--- src/rtl/alu_pkg.sv ---
// Shared op-codes, FSM state type and op-class helpers for the sequential ALU.
// Latency: n/a (declarations only).
// Backpressure: n/a.
package alu_pkg;

    localparam logic [3:0] OP_ADD = 4'b0000;
    localparam logic [3:0] OP_SUB = 4'b0001;
    localparam logic [3:0] OP_MUL = 4'b0010;
    localparam logic [3:0] OP_DIV = 4'b0011;
    localparam logic [3:0] OP_OR  = 4'b0100;
    localparam logic [3:0] OP_AND = 4'b0101;
    localparam logic [3:0] OP_SLT = 4'b0110;
    localparam logic [3:0] OP_SLL = 4'b0111;
    localparam logic [3:0] OP_SRL = 4'b1000;
    localparam logic [3:0] OP_SRA = 4'b1001;
    localparam logic [3:0] OP_XOR = 4'b1010;
    localparam logic [3:0] OP_NOR = 4'b1011;

    typedef enum logic [1:0] {
        IDLE = 2'd0,
        BUSY = 2'd1,
        DONE = 2'd2
    } state_t;

    // 11xx op-codes are reserved
    function automatic logic op_is_illegal(input logic [3:0] op);
        return op[3:2] == 2'b11;
    endfunction

endpackage

--- src/rtl/alu_seq_if.sv ---
// Request/result handshake bundle between the control FSM and the sequential ALU.
// Latency: n/a (wiring only).
// Backpressure: in_valid/in_ready on the request side, out_valid/out_ready on the result side.
interface alu_seq_if #(
    parameter int WIDTH = 32
);
    logic             in_valid;
    logic             in_ready;
    logic [WIDTH-1:0] Op1;
    logic [WIDTH-1:0] Op2;
    logic [3:0]       S_Op;
    logic             out_valid;
    logic             out_ready;
    logic [WIDTH-1:0] R_Op;
    logic [WIDTH-1:0] R_Hi;
    logic             ZF;
    logic             DZ;
    logic             ILL;

    modport master (
        output in_valid, Op1, Op2, S_Op, out_ready,
        input  in_ready, out_valid, R_Op, R_Hi, ZF, DZ, ILL
    );

    modport slave (
        input  in_valid, Op1, Op2, S_Op, out_ready,
        output in_ready, out_valid, R_Op, R_Hi, ZF, DZ, ILL
    );
endinterface

--- src/rtl/alu_muldiv_iter.sv ---
// Iterative unsigned MUL (shift-add) / DIV (restoring), one bit per cycle.
// Latency: load on start, WIDTH iterations; done is high with the final lo/hi on the last one.
// Backpressure: none; the caller must capture lo/hi in the cycle done is high.
module alu_muldiv_iter
    import alu_pkg::*;
#(
    parameter int WIDTH = 32
) (
    input  logic             clk,
    input  logic             rst,
    input  logic             start,
    input  logic [3:0]       op,
    input  logic [WIDTH-1:0] a,
    input  logic [WIDTH-1:0] b,
    output logic             done,
    output logic [WIDTH-1:0] lo,
    output logic [WIDTH-1:0] hi
);
    localparam int CW = $clog2(WIDTH);

    logic             busy;
    logic             is_div;
    logic [CW-1:0]    cnt;
    logic [WIDTH-1:0] acc_hi;
    logic [WIDTH-1:0] acc_lo;
    logic [WIDTH-1:0] b_q;

    logic [WIDTH:0]   mul_sum;
    logic [WIDTH:0]   div_shift;
    logic [WIDTH:0]   div_diff;
    logic             div_ge;
    logic [WIDTH-1:0] nxt_hi;
    logic [WIDTH-1:0] nxt_lo;

    // One iteration step: the final step's result is exported directly so the
    // caller can register it without waiting an extra cycle.
    always_comb begin
        mul_sum   = {1'b0, acc_hi} + (acc_lo[0] ? {1'b0, b_q} : '0);
        div_shift = {acc_hi, acc_lo[WIDTH-1]};
        div_diff  = div_shift - {1'b0, b_q};
        div_ge    = div_shift >= {1'b0, b_q};
        if (is_div) begin
            nxt_hi = div_ge ? div_diff[WIDTH-1:0] : div_shift[WIDTH-1:0];
            nxt_lo = {acc_lo[WIDTH-2:0], div_ge};
        end else begin
            nxt_hi = mul_sum[WIDTH:1];
            nxt_lo = {mul_sum[0], acc_lo[WIDTH-1:1]};
        end
    end

    assign done = busy && (cnt == CW'(WIDTH - 1));
    assign lo   = nxt_lo;
    assign hi   = nxt_hi;

    // Accumulator: {hi,lo} is the 2*WIDTH product register for MUL and
    // {remainder, dividend/quotient} for DIV.
    always_ff @(posedge clk or posedge rst) begin
        if (rst) begin
            busy   <= 1'b0;
            is_div <= 1'b0;
            cnt    <= '0;
            acc_hi <= '0;
            acc_lo <= '0;
            b_q    <= '0;
        end else if (start) begin
            busy   <= 1'b1;
            is_div <= (op == OP_DIV);
            cnt    <= '0;
            acc_hi <= '0;
            acc_lo <= a;
            b_q    <= b;
        end else if (busy) begin
            acc_hi <= nxt_hi;
            acc_lo <= nxt_lo;
            cnt    <= cnt + 1'b1;
            if (done) begin
                busy <= 1'b0;
            end
        end
    end

endmodule

--- src/rtl/alu_seq.sv ---
// Handshaked ALU: single-cycle logic/arith ops plus iterative MUL/DIV, one op in flight.
// Latency: 1 cycle for single-cycle/illegal/divide-by-zero, WIDTH+1 for MUL and DIV.
// Backpressure: result held in DONE until out_ready; in_ready only in IDLE.
module alu_seq
    import alu_pkg::*;
#(
    parameter int WIDTH = 32
) (
    input  logic        clk,
    input  logic        rst,
    alu_seq_if.slave    bus
);
    localparam int SHW = $clog2(WIDTH);

    state_t           state;
    state_t           state_nxt;
    logic             accept;
    logic             iter_path;
    logic             eng_start;
    logic             eng_done;
    logic [WIDTH-1:0] eng_lo;
    logic [WIDTH-1:0] eng_hi;

    logic [SHW-1:0]   shamt;
    logic [WIDTH-1:0] sc_lo;
    logic [WIDTH-1:0] sc_hi;
    logic             sc_dz;
    logic             sc_ill;

    logic [WIDTH-1:0] r_op_q;
    logic [WIDTH-1:0] r_hi_q;
    logic             zf_q;
    logic             dz_q;
    logic             ill_q;

    // MUL always iterates; DIV iterates unless the divisor is zero.
    assign iter_path = (bus.S_Op == OP_MUL) || ((bus.S_Op == OP_DIV) && (bus.Op2 != '0));
    assign accept    = (state == IDLE) && bus.in_valid;
    assign eng_start = accept && iter_path;

    alu_muldiv_iter #(.WIDTH(WIDTH)) u_muldiv (
        .clk   (clk),
        .rst   (rst),
        .start (eng_start),
        .op    (bus.S_Op),
        .a     (bus.Op1),
        .b     (bus.Op2),
        .done  (eng_done),
        .lo    (eng_lo),
        .hi    (eng_hi)
    );

    // State register
    always_ff @(posedge clk or posedge rst) begin
        if (rst) begin
            state <= IDLE;
        end else begin
            state <= state_nxt;
        end
    end

    // Next state and handshake outputs
    always_comb begin
        state_nxt     = state;
        bus.in_ready  = 1'b0;
        bus.out_valid = 1'b0;
        case (state)
            IDLE: begin
                bus.in_ready = 1'b1;
                if (bus.in_valid) begin
                    state_nxt = iter_path ? BUSY : DONE;
                end
            end
            BUSY: begin
                if (eng_done) begin
                    state_nxt = DONE;
                end
            end
            DONE: begin
                bus.out_valid = 1'b1;
                if (bus.out_ready) begin
                    state_nxt = IDLE;
                end
            end
            default: state_nxt = IDLE;
        endcase
    end

    // Single-cycle results, evaluated on the live operands at the accept edge
    always_comb begin
        shamt  = bus.Op2[SHW-1:0];
        sc_lo  = '0;
        sc_hi  = '0;
        sc_dz  = 1'b0;
        sc_ill = 1'b0;
        case (bus.S_Op)
            OP_ADD: sc_lo = bus.Op1 + bus.Op2;
            OP_SUB: sc_lo = bus.Op1 - bus.Op2;
            OP_DIV: begin
                // only captured when the divisor is zero
                sc_lo = '1;
                sc_hi = bus.Op1;
                sc_dz = 1'b1;
            end
            OP_OR:  sc_lo = bus.Op1 | bus.Op2;
            OP_AND: sc_lo = bus.Op1 & bus.Op2;
            OP_SLT: sc_lo = {{(WIDTH-1){1'b0}}, (bus.Op1 < bus.Op2)};
            OP_SLL: sc_lo = bus.Op1 << shamt;
            OP_SRL: sc_lo = bus.Op1 >> shamt;
            OP_SRA: sc_lo = $unsigned($signed(bus.Op1) >>> shamt);
            OP_XOR: sc_lo = bus.Op1 ^ bus.Op2;
            OP_NOR: sc_lo = ~(bus.Op1 | bus.Op2);
            OP_MUL: sc_lo = '0;
            default: sc_ill = op_is_illegal(bus.S_Op);
        endcase
    end

    // Result registers: loaded at accept for single-cycle ops, or on the
    // engine's final iteration; untouched while DONE so outputs stay stable.
    always_ff @(posedge clk or posedge rst) begin
        if (rst) begin
            r_op_q <= '0;
            r_hi_q <= '0;
            zf_q   <= 1'b1;
            dz_q   <= 1'b0;
            ill_q  <= 1'b0;
        end else if (accept && !iter_path) begin
            r_op_q <= sc_lo;
            r_hi_q <= sc_hi;
            zf_q   <= (sc_lo == '0);
            dz_q   <= sc_dz;
            ill_q  <= sc_ill;
        end else if ((state == BUSY) && eng_done) begin
            r_op_q <= eng_lo;
            r_hi_q <= eng_hi;
            zf_q   <= (eng_lo == '0);
            dz_q   <= 1'b0;
            ill_q  <= 1'b0;
        end
    end

    assign bus.R_Op = r_op_q;
    assign bus.R_Hi = r_hi_q;
    assign bus.ZF   = zf_q;
    assign bus.DZ   = dz_q;
    assign bus.ILL  = ill_q;

endmodule

--- src/flat_wrapper.sv ---
// flat-port wrapper written by rule: the top's interface ports become plain ports
module alu_seq_flat import alu_pkg::*;
#(
    parameter int WIDTH = 32
)
  (clk, rst, bus_in_valid, bus_Op1, bus_Op2, bus_S_Op, bus_out_ready, bus_in_ready, bus_out_valid, bus_R_Op, bus_R_Hi, bus_ZF, bus_DZ, bus_ILL);
  alu_seq_if #(.WIDTH(WIDTH)) bus_i ();
  input  logic clk;
  input  logic rst;
  input wire logic [$bits(bus_i.in_valid)-1:0] bus_in_valid;
  input wire logic [$bits(bus_i.Op1)-1:0] bus_Op1;
  input wire logic [$bits(bus_i.Op2)-1:0] bus_Op2;
  input wire logic [$bits(bus_i.S_Op)-1:0] bus_S_Op;
  input wire logic [$bits(bus_i.out_ready)-1:0] bus_out_ready;
  output wire logic [$bits(bus_i.in_ready)-1:0] bus_in_ready;
  output wire logic [$bits(bus_i.out_valid)-1:0] bus_out_valid;
  output wire logic [$bits(bus_i.R_Op)-1:0] bus_R_Op;
  output wire logic [$bits(bus_i.R_Hi)-1:0] bus_R_Hi;
  output wire logic [$bits(bus_i.ZF)-1:0] bus_ZF;
  output wire logic [$bits(bus_i.DZ)-1:0] bus_DZ;
  output wire logic [$bits(bus_i.ILL)-1:0] bus_ILL;
  assign bus_i.in_valid = bus_in_valid;
  assign bus_i.Op1 = bus_Op1;
  assign bus_i.Op2 = bus_Op2;
  assign bus_i.S_Op = bus_S_Op;
  assign bus_i.out_ready = bus_out_ready;
  assign bus_in_ready = bus_i.in_ready;
  assign bus_out_valid = bus_i.out_valid;
  assign bus_R_Op = bus_i.R_Op;
  assign bus_R_Hi = bus_i.R_Hi;
  assign bus_ZF = bus_i.ZF;
  assign bus_DZ = bus_i.DZ;
  assign bus_ILL = bus_i.ILL;
  alu_seq #(.WIDTH(WIDTH)) u_core (.clk(clk), .rst(rst), .bus(bus_i));
endmodule
--- config.mk ---
export PLATFORM = sky130hd
export DESIGN_NAME = alu_seq_flat
export DESIGN_NICKNAME = d
export VERILOG_FILES = /design/src/rtl/alu_pkg.sv /design/src/rtl/alu_seq_if.sv /design/src/rtl/alu_muldiv_iter.sv /design/src/rtl/alu_seq.sv /design/src/flat_wrapper.sv
export SDC_FILE = /design/constraint.sdc
export NUM_CORES = 1
export LEC_CHECK = 0
export ABC_AREA = 1
export BUFFER_PORTS_ARGS = -buffer_cell sky130_fd_sc_hd__buf_2
export CELL_PAD_IN_SITES_DETAIL_PLACEMENT = 0
export CELL_PAD_IN_SITES_GLOBAL_PLACEMENT = 1
export CORE_ASPECT_RATIO = 1.75
export CORE_UTILIZATION = 40
export CTS_CLUSTER_DIAMETER = 50
export DETAILED_ROUTE_END_ITERATION = 8
export PLACE_DENSITY_LB_ADDON = 0.1
export SLEW_MARGIN = 30
export SYNTH_ARGS = -nofsm -noshare
export SYNTH_HDL_FRONTEND = slang
export SYNTH_SLANG_ARGS = --single-unit
--- constraint.sdc ---
create_clock -name clk -period 6.8 [get_ports clk]
set_input_delay 0.34 -clock clk [delete_from_list [all_inputs] [get_ports clk]]
set_output_delay 0.34 -clock clk [all_outputs]
set_load 0.1 [all_outputs]
==> metrics.md <==
| Metric | Value |
|---|---|
| Post-CTS Resized | 0 |
| Slew Limit Fails | 0 |
| Startpoint Class | flip-flop |
| First-pass GRT wire length | 189000 um |
| Post-route worst hold slack | -0.00701 ns |
| Drt first-iter violations | 2384 |
| Final Net Count | 4154 |
| Vias | 28000 |
| Max Cap Viol | 0 |
| Final hold vios | 1 |
| Clk_lat worst skew | 0.49 ns |
| # placed instances | 4571 |
| Rel. slew slack | 34.1% |
| Pre-Repair DR Iteration Count | 6 |
| TritonCTS buffer count | 17 |
| Top-area cell type share of the netlist area | 19.0% |
| DRT antenna net count | 0 |
| TritonCTS sink count | 172 |
| Status | complete, but fails checks |
| Yosys top cell by area | nand2_1 |
| GR Overflow Total | 0 |
| CTS root buf | clkbuf_16 |
| CP max-delay cell | o21ai_0 |
| RSZ-0062 raised after global routing | false |
| Endpoints failing setup | 0 |
| Vias per Instance | 6.08 |
| Total Wirelength | 134000 um |
| Required @ worst endpoint | 7.22 ns |
| Ys flop type | dfrtp_1 |
| VDD IR max | 0.000293 V |
| Overall Global Routing Usage | 46.1% |
| Final period utilization | 61.3% |
| Initial Util | 40.7% |
| Most frequent cells in the layout | 1142 x nand2_1, 497 x nand3_1, 491 x inv_1 |
| Core area | 0.0555 mm2 |
| Power per cell area | 449 mW/mm2 |
| DRC | 0 |
| Port Buffers | 140 |
| Leak | 12.9 nW |
| Crit-path leading delay family | compound AO/OA/AOI/OAI gates |
| Die Height | 316 um |
| Cts hold-fix bufs | 0 |
| Setup Skew | 0.0116 ns |
| Worst r2r dst | u_core.bus.R_Hi[29]$_DFFE_PP0P_ |
| Reg-to-Reg Start | u_core.u_muldiv.acc_lo[0]$_DFFE_PP0P_ |
| Bufs and invs on worst path | 6 |
| Syn Inst Count | 3857 |
| Seq. cell area | 0.00431 mm2 |
| Design Area, Final | 0.0243 mm2 |
| TNS Setup | 0 ns |
| Routed len/inst | 29.0 um |
| Ranking of synthesized cells by area | nand2_1 19%, dfrtp_1 19%, nand3_1 11% |
| Worst-path clk slew | 0.08 ns |
| Routability cong. | 1.06 |
| Reg2reg path depth | 20 |
| CTS tree | yes |
| Worst EP arrival | 4.59 ns |
| Placed inst area | 0.0237 mm2 |
| Worst path depth | 20 |
| Critical path type | flip-flop to flip-flop |
| Crit end category | flip-flop |
| Crit-path cells | buf_4 > nand2_1 > inv_1 > ha_1 > inv_1 > fa_1 > inv_1 > nand2_1 > o21ai_0 > buf_4 > inv_1 > o21ai_0 > nand4_1 > nand3_1 > a31oi_1 > xor2_1 > nand2_1 > o21ai_2 > nand2_1 > a21oi_1 |
| Site row count | 114 |
| Crit path max fanout | 33 |
| Syn_area_per_cell | 5.85 um2 |
| Die area | 0.0574 mm2 |
| Commonest non-fill, non-tap cell in the layout | nand2_1 |
| Setup bufs post-CTS | 0 |
| Area Growth Syn to Fin | 7.53% |
| H-tree depth | 4 |
| R2R Setup Slk | 2.63 ns |
| Fill cells | 6464 |
| Slew @ Worst Pin | 0.986 ns |
| Area of the multi-input gates | 0.0156 mm2 |
| Vias in the first global route | 27700 |
| Slowest stage delay, CP | 0.58 ns |
| Hold Path Class | primary input to asynchronous set/reset pin |
| Layout cells sized above 1 | 7.32% |
| Flops & latches, synth | 172 |
| Die width | 182 um |
| HPWL after DPL | 106000 um |
| Clock Path Buffers | 2 |
| # IOs | 141 |
| Peak Freq | 0.240 GHz |
| Initial antenna violation count | 10 |
| Failing checks | negative hold slack |
| Seq/Total Area, Yosys | 19.1% |
| Asr flop ratio synth | 100% |
| Final min period | 4.17 ns |
| Synth Warn # | 0 |
| Net Count, Synth | 4117 |
| EDFF count, synth | 0 |
| Largest net degree at the start of global routing | 106 |
| Netlist cell types | 62 |
| Synthesized area | 0.0226 mm2 |
| Finished Layout Cells | 4605 |
cell families (layout without fill, tap and decap cells):
group,count (synthesis),in the layout,share of synthesized area [%]
buffers and inverters,674,723,12.1
AO/OA/AOI/OAI,665,665,17.2
AND/OR/NAND/NOR,2127,2127,39.9
multiplexers,2,2,0.0887
XOR/XNOR,29,29,1.13
other,0,3,0
adder cells (fa/ha/maj),188,188,10.6
flip-flops,172,172,19.1
stage by stage:
| step | setup WS (ns) | utilization [%] | total power [mW] | hold WS (ns) |
|---|---|---|---|---|
| floorplan | 1.80 | - | 7.29 | 0.459 |
| global placement | 2.62 | 42.6 | 9.58 | 0.485 |
| detailed placement | 2.61 | 42.6 | 9.60 | 0.481 |
| CTS | 2.76 | 43.7 | 10.7 | 0.0543 |
| global route | 2.52 | 43.7 | 11.5 | 0.0992 |
| finish | 2.63 | 43.7 | 10.9 | -0.00701 |
final cells by class:
type	instances	share of cell area, %
clock buffers	19	1.78
diodes	3	0.0309
repair buffers	180	4.14
flip-flops and latches	172	17.8
multi-input cells	3011	64.1
clock inverters	12	0.629
well taps	696	3.59
inverters	512	7.96
synthesized netlist by cell type (3+ instances only):
| cell | n |
|---|---|
| clkbuf_1 | 61 |
| inv_2 | 16 |
| nor4_1 | 10 |
| nor2_1 | 319 |
| nand4_1 | 54 |
| nand2_1 | 1144 |
| a21oi_1 | 245 |
| ha_1 | 184 |
| a31o_2 | 3 |
| buf_6 | 7 |
| buf_2 | 55 |
| xor2_1 | 19 |
| a31oi_1 | 15 |
| o21ai_2 | 8 |
| o221ai_1 | 54 |
| nand2_2 | 5 |
| dfrtp_1 | 171 |
| clkbuf_2 | 4 |
| nor3_1 | 51 |
| o21ai_0 | 220 |
| o22ai_1 | 21 |
| nand3_2 | 3 |
| o21bai_1 | 10 |
| o21a_1 | 7 |
| nand3b_1 | 8 |
| o2111ai_1 | 3 |
| a21o_1 | 8 |
| a22o_1 | 7 |
| buf_4 | 16 |
| a22oi_1 | 5 |
| fa_1 | 4 |
| nand3_1 | 498 |
| xnor2_1 | 10 |
| o21ai_1 | 14 |
| and2_1 | 7 |
| nor2_2 | 4 |
| inv_1 | 494 |
| o211ai_1 | 29 |
| or2_2 | 18 |
| buf_1 | 17 |
where the power goes:
part / internal [mW] / leakage (nW) / switching [mW]
Clock: 0.552 / 0.280 / 0.534
Combinational: 2.05 / 10.5 / 5.77
Sequential: 1.51 / 2.09 / 0.472
sequential cells by signal (all words and copies together), names as in the netlist:
register / count
u_core.u_muldiv.acc_lo: 32
u_core.u_muldiv.cnt: 5
u_core.u_muldiv.busy: 1
u_core.u_muldiv.acc_hi: 32
u_core.bus.DZ: 1
u_core.bus.ZF: 1
u_core.u_muldiv.is_div: 1
u_core.bus.R_Op: 32
u_core.state: 2
u_core.u_muldiv.b_q: 32
u_core.bus.R_Hi: 32
u_core.bus.ILL: 1
layer usage:
metal  track usage (%)  share of wire (%)
met1              44.3                 33
met2              80.3                 48
met3              9.27                6.5
met4              48.4                 12
met5                 0              0.048
worst max path at each step:
stage | from | to | slack (ns)
after floorplan | rst | u_core.bus.DZ$_DFFE_PP0P_ | 1.80
after global placement | bus_Op2[4] | u_core.u_muldiv.acc_lo[26]$_DFFE_PP0P_ | 2.62
after detailed placement | bus_Op2[4] | u_core.u_muldiv.acc_lo[19]$_DFFE_PP0P_ | 2.61
after CTS | u_core.u_muldiv.acc_lo[0]$_DFFE_PP0P_ | u_core.bus.R_Hi[29]$_DFFE_PP0P_ | 2.76
after global routing | u_core.u_muldiv.acc_lo[0]$_DFFE_PP0P_ | u_core.bus.R_Hi[29]$_DFFE_PP0P_ | 2.52
final | u_core.u_muldiv.acc_lo[0]$_DFFE_PP0P_ | u_core.bus.R_Hi[29]$_DFFE_PP0P_ | 2.63
Power figures use the tool's default switching activity.
